File: config.mk
export PLATFORM = sky130hd
export DESIGN_NAME = pipe_hazard_ctrl
export DESIGN_NICKNAME = d
export VERILOG_FILES = /design/src/rtl/pipe_hazard_ctrl.sv
export SDC_FILE = /design/constraint.sdc
export NUM_CORES = 1
export LEC_CHECK = 0
export CAP_MARGIN = 0
export CORE_MARGIN = 4
export CORE_UTILIZATION = 40
export CTS_BUF_LIST = sky130_fd_sc_hd__clkbuf_16
export DETAILED_ROUTE_END_ITERATION = 7
export PLACE_DENSITY = 0.73
export SLEW_MARGIN = 25
export SYNTH_ARGS = -nofsm -noshare
export SYNTH_HDL_FRONTEND = slang
export SYNTH_SLANG_ARGS = --single-unit
File: constraint.sdc
create_clock -name clk -period 4.75 [get_ports clk]
set_input_delay 0.475 -clock clk [delete_from_list [all_inputs] [get_ports clk]]
set_output_delay 0.475 -clock clk [all_outputs]
set_load 0.005 [all_outputs]
File: src/rtl/pipe_hazard_ctrl.sv
// Hazard, forwarding and halt/single-step sequencing for the five-stage core.
// Define PIPE_FWD_EN for forwarding/bypass; without it every RAW dependency stalls.
module pipe_hazard_ctrl #(
    parameter int CNT_W = 16
) (
    input  logic             clk,
    input  logic             rst,
    input  logic [4:0]       rs1_de,
    input  logic [4:0]       rs2_de,
    input  logic             rs1_used_de,
    input  logic             rs2_used_de,
    input  logic [4:0]       rs1_ex,
    input  logic [4:0]       rs2_ex,
    input  logic [4:0]       rd_ex,
    input  logic [4:0]       rd_me,
    input  logic [4:0]       rd_wb,
    input  logic             RuWr_ex,
    input  logic             RuWr_me,
    input  logic             RuWr_wb,
    input  logic             ld_ex,
    input  logic             NextPCSrc_ex,
    input  logic             halt_req,
    input  logic             step_req,
    input  logic             clr_cnt,
    output logic             pc_en,
    output logic             fd_en,
    output logic             fd_flush,
    output logic             de_flush,
    output logic [1:0]       FwdA_ex,
    output logic [1:0]       FwdB_ex,
    output logic             FwdA_de,
    output logic             FwdB_de,
    output logic             halted,
    output logic [CNT_W-1:0] stall_count,
    output logic [CNT_W-1:0] flush_count
);

    typedef enum logic [1:0] {
        ST_RUN  = 2'd0,
        ST_HALT = 2'd1,
        ST_STEP = 2'd2
    } state_t;

    state_t state_r;
    state_t state_next_s;

    logic hazard_s;
    logic stall_eff_s;
    logic stall_evt_s;
    logic base_pc_en_s;
    logic base_fd_en_s;
    logic base_de_flush_s;

    // x0 is hardwired to zero, so it never produces a dependency
    function automatic logic match_f(input logic [4:0] src, input logic [4:0] rd, input logic wr);
        return wr && (rd != 5'd0) && (src == rd);
    endfunction

`ifdef PIPE_FWD_EN
    // Forward selects, decode bypass and load-use detection
    always_comb begin
        FwdA_ex = 2'b00;
        FwdB_ex = 2'b00;
        if (match_f(rs1_ex, rd_me, RuWr_me)) begin
            FwdA_ex = 2'b01;
        end else if (match_f(rs1_ex, rd_wb, RuWr_wb)) begin
            FwdA_ex = 2'b10;
        end else begin
            FwdA_ex = 2'b00;
        end
        if (match_f(rs2_ex, rd_me, RuWr_me)) begin
            FwdB_ex = 2'b01;
        end else if (match_f(rs2_ex, rd_wb, RuWr_wb)) begin
            FwdB_ex = 2'b10;
        end else begin
            FwdB_ex = 2'b00;
        end
        FwdA_de  = rs1_used_de && match_f(rs1_de, rd_wb, RuWr_wb);
        FwdB_de  = rs2_used_de && match_f(rs2_de, rd_wb, RuWr_wb);
        hazard_s = ld_ex && ((rs1_used_de && match_f(rs1_de, rd_ex, RuWr_ex)) ||
                             (rs2_used_de && match_f(rs2_de, rd_ex, RuWr_ex)));
    end
`else
    logic unused_s;
    assign unused_s = ^{ld_ex, rs1_ex, rs2_ex};

    // No forwarding: any in-flight producer of a used decode source stalls
    always_comb begin
        FwdA_ex  = 2'b00;
        FwdB_ex  = 2'b00;
        FwdA_de  = 1'b0;
        FwdB_de  = 1'b0;
        hazard_s = (rs1_used_de && (match_f(rs1_de, rd_ex, RuWr_ex) ||
                                    match_f(rs1_de, rd_me, RuWr_me) ||
                                    match_f(rs1_de, rd_wb, RuWr_wb))) ||
                   (rs2_used_de && (match_f(rs2_de, rd_ex, RuWr_ex) ||
                                    match_f(rs2_de, rd_me, RuWr_me) ||
                                    match_f(rs2_de, rd_wb, RuWr_wb)));
    end
`endif

    // A taken branch squashes the dependent instruction, so it is not a stall
    assign stall_eff_s = hazard_s && !NextPCSrc_ex;
    assign stall_evt_s = stall_eff_s && (state_r != ST_HALT);
    assign halted      = (state_r == ST_HALT);

    // Debug FSM state register
    always_ff @(posedge clk or posedge rst) begin
        if (rst) begin
            state_r <= ST_RUN;
        end else begin
            state_r <= state_next_s;
        end
    end

    // Next state and pipeline enables; branch beats hazard and halt hold
    always_comb begin
        state_next_s    = state_r;
        base_pc_en_s    = 1'b1;
        base_fd_en_s    = 1'b1;
        base_de_flush_s = 1'b0;
        case (state_r)
            ST_RUN: begin
                state_next_s    = halt_req ? ST_HALT : ST_RUN;
                base_pc_en_s    = !stall_eff_s;
                base_fd_en_s    = !stall_eff_s;
                base_de_flush_s = stall_eff_s;
            end
            ST_HALT: begin
                base_pc_en_s    = 1'b0;
                base_fd_en_s    = 1'b0;
                base_de_flush_s = 1'b1;
                if (step_req) begin
                    state_next_s = ST_STEP;
                end else if (!halt_req) begin
                    state_next_s = ST_RUN;
                end else begin
                    state_next_s = ST_HALT;
                end
            end
            ST_STEP: begin
                base_pc_en_s    = !stall_eff_s;
                base_fd_en_s    = !stall_eff_s;
                base_de_flush_s = stall_eff_s;
                if (stall_eff_s) begin
                    state_next_s = ST_STEP;
                end else if (halt_req) begin
                    state_next_s = ST_HALT;
                end else begin
                    state_next_s = ST_RUN;
                end
            end
            default: begin
                state_next_s    = ST_RUN;
                base_pc_en_s    = 1'b0;
                base_fd_en_s    = 1'b0;
                base_de_flush_s = 1'b1;
            end
        endcase

        if (rst) begin
            pc_en    = 1'b0;
            fd_en    = 1'b0;
            fd_flush = 1'b1;
            de_flush = 1'b1;
        end else if (NextPCSrc_ex) begin
            pc_en    = 1'b1;
            fd_en    = 1'b1;
            fd_flush = 1'b1;
            de_flush = 1'b1;
        end else begin
            pc_en    = base_pc_en_s;
            fd_en    = base_fd_en_s;
            fd_flush = 1'b0;
            de_flush = base_de_flush_s;
        end
    end

    // Saturating stall counter, clear wins over increment
    always_ff @(posedge clk or posedge rst) begin
        if (rst) begin
            stall_count <= {CNT_W{1'b0}};
        end else if (clr_cnt) begin
            stall_count <= {CNT_W{1'b0}};
        end else if (stall_evt_s && (stall_count != {CNT_W{1'b1}})) begin
            stall_count <= stall_count + {{(CNT_W-1){1'b0}}, 1'b1};
        end else begin
            stall_count <= stall_count;
        end
    end

    // Saturating flush counter, clear wins over increment
    always_ff @(posedge clk or posedge rst) begin
        if (rst) begin
            flush_count <= {CNT_W{1'b0}};
        end else if (clr_cnt) begin
            flush_count <= {CNT_W{1'b0}};
        end else if (NextPCSrc_ex && (flush_count != {CNT_W{1'b1}})) begin
            flush_count <= flush_count + {{(CNT_W-1){1'b0}}, 1'b1};
        end else begin
            flush_count <= flush_count;
        end
    end

endmodule

---- Word-level counts from Yosys, hierarchy flattened ----
Cells that the tools add are included.
storage, ports and cells
  flip-flop bits (word level) ............. 34
  output and inout bits ................... 43
  word-level logic and storage cells ...... 61
cells by class
  add/subtract/negate cells ............... 2
  equality and inequality tests ........... 11
  multiplexer cells ....................... 16
  reduce and logical (&&, ||, !) cells .... 29
operators with widths
  operator               count
  $mux 16                4
  $add 16x1->16 const B  2
  $ne 16x16->1 const B   2
  $eq 5x5->1             6
  $logic_and 1x1->1      15
  $reduce_bool 5->1      3
  $mux 1                 9
  $pmux 2 s3             1
  $logic_or 1x1->1       5
  $mux 2                 2
  $reduce_bool 2->1      2
  $eq 2x1->1 const B     1
  $eq 2x2->1 const B     1
  $logic_not 1->1        2
  $logic_not 2->1        1
  $ne 2x1->1 const B     1
  $reduce_or 2->1        1

---- Longest topological paths before layout ----
Gate-level depths: netlist (run 1).
  depth in word-level cells ............... 12
  depth in mapped cells ................... 8
  gate-level depth less buffers ........... 7

---- Worst setup path before layout (run 1) ----
OpenSTA, ideal clock, no wires.
  kind .................................... input -> output
  start point ............................. input port rd_ex[1]
  end point ............................... output port pc_en
  arrival time ............................ 2104 ps
  required time ........................... 4275 ps
  slack ................................... 2171 ps
  stages .................................. 7
  path through ............................ or4_1 -> o21ai_1 -> nor4_1 -> o311a_1 -> nor3_1 -> o21a_1 -> buf_4
on the way
  longest elaborated chain between the ends .. 12
  elaborated cells between the ends (all ways) .. 18
RTL lines
  item                                         line    text
  start, declared                              14      input logic [4:0] rd_ex,
  $reduce_bool 5->1                            56      return wr && (rd != 5'd0) && (src == rd);
  $logic_and 1x1->1 (2 in a row)               56
  $logic_or 1x1->1, on equally long branches   93, 96
  $logic_or 1x1->1, on equally long branches   94, 97
  $logic_and 1x1->1, on equally long branches  93, 96
  $logic_or 1x1->1 *                           95      match_f(rs1_de, rd_wb, RuWr_wb))) ||
  $logic_and 1x1->1 *                          103     assign stall_eff_s = hazard_s && !NextPCSrc_ex;
  $logic_not 1->1 *                            --
  $mux 1 * (3 in a row)                        --
  end, declared                                25      output logic pc_en,
Mark *: on every way between the ends. The rest lies on a longest branch, timed or not.

---- Worst setup path after layout (run 1) ----
  start point ............................. input port rd_wb[1]
  end point ............................... output port pc_en
on the way
  longest elaborated chain between the ends .. 11
  elaborated cells between the ends (all ways) .. 16
RTL lines
  item                                         line      text
  start, declared                              16        input logic [4:0] rd_wb,
  $reduce_bool 5->1                            56
  $logic_and 1x1->1 (2 in a row)               56
  $logic_or 1x1->1, on equally long branches   94, 97
  $logic_and 1x1->1, on equally long branches  93, 96
  $logic_or 1x1->1 *                           95
  $logic_and 1x1->1 *                          103
  $logic_not 1->1 *                            125, 142
  $mux 1 *                                     --
  $mux 1 *                                     166       end else if (NextPCSrc_ex) begin
  $mux 1 *                                     161       if (rst) begin
Marked as above.

==> results_dict.tcl, run 1 <==
set metrics [dict create \
    status "complete, no violations" \
    cts_max_path_buffers 2 \
    cts_root_buf "clkbuf_16" \
    async_reset_ff_frac 1.000 \
    instances_no_fill 416 \
    crit_family "buffers and inverters" \
    ys_ff_latch 34 \
    ioPinCount 90 \
    slowest_delay_ns 0.53 \
    clock-sinks 34 \
    ys_top_cells_by_area "dfrtp_1, xnor2_1, xor2_1" \
    rsz0062_at_grt "no" \
    setup_viol 0 \
    yosysSeqAreaShare 0.3448 \
    area_growth_syn_to_layout_pct 36.26 \
    gp_congestion 0.8376 \
    synth-edff-count 0 \
    end_kind "primary output" \
    finalCritPeriodShare 0.7792 \
    cp_common_cell "clkdlybuf4s50_1" \
    cp_cell_sequence "clkdlybuf4s50_1 > or4_1 > o21ai_1 > nor4_1 > o311a_1 > nor3_1 > o21a_1 > clkdlybuf4s50_1" \
    cts_setup_buffers 0 \
    max_slew.worst_pin.slew_ns 1.003 \
    critical-path-slowest-cell "or4_1" \
    power.leakage_nw 1.326 \
    grt_pass1_wl_um 9949 \
    cp.required_ns 4.28 \
    skew_ns 0.001793 \
    htreeDepth 2 \
    antenna_found_initial 0 \
    syn_area_per_cell_um2 9.172 \
    routedWlPerCell_um 14.44 \
    die-area_um2 7489 \
    hold_path.class "reg -> reg" \
    cp.arrival_ns 3.23 \
    netlist_instances 269 \
    insertion_delay_ns 0.27 \
    yosysWarnings 0 \
    num_vias 2249 \
    p_per_area_nw_per_um2 211.3 \
    synth_ff_type "dfrtp_1" \
    worst-path-stages 8 \
    die_w_um 86.54 \
    drt_iter0_drc 109 \
    path_clk_slew_ns 0.05 \
    path_buf_inv 2 \
    yosys.area.top_type_share 0.3448 \
    fin_util 0.5645 \
    start_kind "input pin" \
    syn_area_um2 2467 \
    relSlewSlack 0.3301 \
    synth.most_common_cell "nor2_1" \
    worstSetupPathType "in -> out" \
    dp_cells 408 \
    fin_crit_ns 3.701 \
    final_area_um2 3362 \
    wl_um 6005 \
    cts_hold_buf 0 \
    antenna_cells 0 \
    dpl_cell_area_um2 3226 \
    cts_tree "yes" \
    grt-ovfl-total 0 \
    grt_use_total 0.1633 \
    num_rows 28 \
    hpwlAfterDp_um 4617 \
    port_buffers 72 \
    reg2reg_depth 7 \
    grt_max_degree 47 \
    core_area_um2 5956 \
    drive_gt1_frac 0.07331 \
    initial_utilization 0.4143 \
    crit_fanout 7 \
    route.detailed.drc 0 \
    ant_nets 0 \
    hold_viol_final 0 \
    tns_ns 0 \
    die_h_um 86.54 \
    nets 389 \
    drtPass1Iterations 4 \
    netlist_top_cells_count "nor2_1, dfrtp_1, xnor2_1" \
    slew_violations 0 \
    fmax_mhz 270.2 \
    cap_violations 0 \
    yosys.area.top_type "dfrtp_1" \
    holdPathStages 1 \
    peakVddDrop_v 0.0001687 \
    cts-resized-gates 0 \
    yosysUniqueCellTypes 43 \
    first_global_vias 2141 \
    vias_per_cell 5.406 \
    holdWs_ns 0.5225 \
    cts_made_buffers 5 \
]
-- worst paths after layout --
check                                           startpoint                         end  slack, ns
worst min-delay path                  state_r[0]$_DFF_PP0_        state_r[1]$_DFF_PP0_       0.52
min in group asynchronous                              rst  stall_count[0]$_DFFE_PP0P_       0.62
max in group asynchronous                              rst  stall_count[8]$_DFFE_PP0P_       3.81
worst min register to register        state_r[0]$_DFF_PP0_        state_r[1]$_DFF_PP0_       0.52
worst max register to register  stall_count[0]$_DFFE_PP0P_  stall_count[2]$_DFFE_PP0P_       2.23
worst max-delay path                              rd_wb[1]                       pc_en       1.05
-- per-layer routing --
layer	up-vias	track usage	share of wire
li1	1098	-	-
met1	1080	0.2084	0.44
met2	67	0.2768	0.49
met3	4	0.03612	0.062
met4	0	0.04816	0.0085
met5	-	0	0
-- kinds of logic (layout without fill, tap and decap cells) --
kind of cell	count (synthesis)	in the layout	synth area share
simple gates	114	114	0.2348
xor+xnor	42	42	0.1491
compound gates	40	40	0.1339
flops	34	34	0.3448
buf+inv	21	88	0.04564
mux	15	15	0.08012
fa+ha+maj	2	2	0.01014
other cells	1	6	0.001520
-- cells in the final DEF (no fill, tap or decap), types with 3 or more instances in the layout --
cell type,instances
a21oi_1,3
nor4_1,5
a211oi_1,9
xor2_1,16
conb_1,6
a2111oi_0,3
or4_1,3
nor2_1,36
dfrtp_1,34
and4_1,3
nand3_1,16
nor2b_1,15
clkbuf_16,5
inv_1,6
nand2_1,14
clkdlybuf4s50_1,72
mux2_4,8
xnor2_1,26
mux2_2,4
and3_1,7
clkinv_1,3
nand4_1,8
o21ai_0,4
-- flip-flops by register name, summed over array words and instances (netlist names) --
name,flops
flush_count,16
stall_count,16
state_r,2
-- power by group --
group / switching, W / internal, W / total [W]
clock: 0.000110 / 0.000188 / 0.000298
combinational: 0.0000559 / 0.0000593 / 0.000115
sequential: 0.00000399 / 0.000293 / 0.000297
-- area by class of cell --
class / count / area (µm²)
tap: 75 / 93.84
inverter: 6 / 22.52
clock inverter: 3 / 11.26
multi-input combinational: 219 / 1523
sequential: 34 / 850.8
timing repair buffer: 74 / 735.7
fill: 568 / 2594
clock buffer: 5 / 125.1
-- through the flow --
step           total power, W  setup slack, ns
6_report            0.0007103            1.049
3_3_place_gp        0.0004148            1.094
2_1_floorplan       0.0003605            2.171
5_1_grt             0.0007404           0.9373
3_5_place_dp        0.0004183            1.049
4_1_cts             0.0007202            1.048
No activity file was read; power rests on OpenSTA's default activity.
==> run 2: changes to the inputs <==
PLACE_DENSITY = 0.76   (was 0.73)
clock period = 3.4 ns   (was 4.75 ns; I/O delays follow)
==> results_dict.tcl, run 2 (synthesis results as in run 1) <==
set metrics [dict create \
    internal-power_w 0.0007571 \
    p_comb_frac 0.161 \
    met2_usage 0.2816 \
    path_clk_slew_ns 0.05 \
    initial_utilization 0.4143 \
    worst_slack_ns 0.1391 \
    cp.required_ns 3.06 \
    power_switching_share 0.2488 \
    hold_viol_final 0 \
    core_area_um2 5956 \
    hold_path.class "reg -> reg" \
    power.leakage_nw 1.346 \
    htreeDepth 2 \
    fillers 566 \
    layout_commonest_cell "clkdlybuf4s50_1" \
    cts_made_buffers 5 \
    grt_pass1_wl_um 10260 \
    skew_ns 0.003944 \
    fin_crit_ns 3.261 \
    port_buffers 72 \
    hpwlAfterDp_um 4700 \
    routedWlPerCell_um 14.78 \
    peakVddDrop_v 0.0001845 \
    use_met1 0.2146 \
    relSlewSlack 0.3486 \
    pre_cts_ws_ns 0.07391 \
    insertion_delay_ns 0.28 \
    vias_per_cell 5.354 \
    area_growth_syn_to_layout_pct 37.32 \
    drive_gt1_frac 0.09621 \
    drtPass1Iterations 4 \
    cts_root_buf "clkbuf_16" \
    fmax_mhz 306.7 \
    gp_congestion 0.8532 \
    grt-ovfl-total 0 \
    setup_viol 0 \
    end_kind "primary output" \
    crit_fanout 3 \
    slew_violations 0 \
    grt_use_total 0.1717 \
    nets 391 \
    cts_hold_buf 0 \
    max_slew.worst_pin.slew_ns 0.9756 \
    instances_no_fill 418 \
    cts_max_path_buffers 2 \
    pwr-share-seq 0.412 \
    top_usage_layer "met2" \
    route.detailed.drc 0 \
    dp_cells 410 \
    cp.arrival_ns 2.92 \
    first_global_vias 2210 \
    antenna_cells 0 \
    drt_iter0_drc 76 \
    reg_top3 "flush_count (16), stall_count (16), state_r (2)" \
    num_vias 2238 \
    p_per_area_nw_per_um2 297.5 \
    start_kind "input pin" \
    cts_tree "yes" \
    num_rows 28 \
    die_w_um 86.54 \
    grt_max_degree 35 \
    cts-resized-gates 0 \
    finalCritPeriodShare 0.9591 \
    rsz0062_at_grt "no" \
    ioPinCount 90 \
    cts_setup_buffers 0 \
    clkPwrFrac 0.427 \
    met3_usage 0.05133 \
    wl_um 6178 \
    antenna_found_initial 0 \
    cap_violations 0 \
    status "complete, no violations" \
    layout_common_cells "clkdlybuf4s50_1, nor2_1, dfrtp_1, xnor2_1" \
    die-area_um2 7489 \
    ant_nets 0 \
    worstSetupPathType "in -> out" \
    tns_ns 0 \
    die_h_um 86.54 \
    p_sw_w 0.0002507 \
    clock-sinks 34 \
]
-- run 2: power by group through the flow --
stage,Clock [W],Sequential [W],Combinational [W]
2_1_floorplan,0,0.000421,0.0000827
3_3_place_gp,0,0.000422,0.000159
3_5_place_dp,0,0.000422,0.000162
4_1_cts,0.000441,0.000415,0.000163
5_1_grt,0.000462,0.000416,0.000180
6_report,0.000430,0.000415,0.000163
-- run 2: worst paths after layout --
kind / start / to / slack, ns / depth (start not counted)
setup reg to reg: stall_count[0]$_DFFE_PP0P_ / stall_count[2]$_DFFE_PP0P_ / 0.80 / 7
hold reg to reg: state_r[0]$_DFF_PP0_ / state_r[1]$_DFF_PP0_ / 0.54 / 1
setup / recovery: rd_wb[1] / fd_en / 0.14 / 8
min in group asynchronous: rst / stall_count[3]$_DFFE_PP0P_ / 0.60 / 3
max in group asynchronous: rst / stall_count[7]$_DFFE_PP0P_ / 2.49 / 3
hold / removal: state_r[0]$_DFF_PP0_ / state_r[1]$_DFF_PP0_ / 0.54 / 1
-- run 2: stage by stage --
stage | utilization | instance area [µm²] | total power, W | hold WS (ns)
after global routing | 0.5689 | 3388 | 0.001057 | 0.5845
after floorplan | - | 2486 | 0.0005036 | 0.4568
final | 0.5689 | 3388 | 0.001008 | 0.5392
after detailed placement | 0.5441 | 3241 | 0.0005844 | 0.5130
after CTS | 0.5672 | 3378 | 0.001019 | 0.5257
after global placement | 0.5441 | 3241 | 0.0005809 | 0.5059
-- run 2: worst max-delay path: stages --
cell and delay (ns):
clkdlybuf4s50_1 0.46, or4_1 0.56, o21ai_2 0.17, nor4_1 0.11, o311a_1 0.37, nor3_2 0.21
o21a_1 0.19, clkdlybuf4s50_1 0.51
-- run 2: area by class of cell --
type / count / area, µm² / share of cell area
tap: 75 / 93.84 / 0.02770
sequential: 34 / 850.8 / 0.2511
multi-input combinational: 219 / 1538 / 0.4538
inverter: 6 / 22.52 / 0.006647
clock buffer: 5 / 125.1 / 0.03693
clock inverter: 3 / 12.51 / 0.003693
timing repair buffer: 76 / 745.7 / 0.2201
-- run 2: metal layers --
metal  vias to the layer above  wire (µm)
met2                        71       2921
met1                      1055       2727
li1                       1100          -
met5                         -          0
met3                        12        411
met4                         0        117
==> run 3: changes to the inputs <==
ABC_CLOCK_PERIOD_IN_PS = 3400   (was not set)
==> results of run 3 <==
Final layout, timing and power as in run 2 (identical DEF).
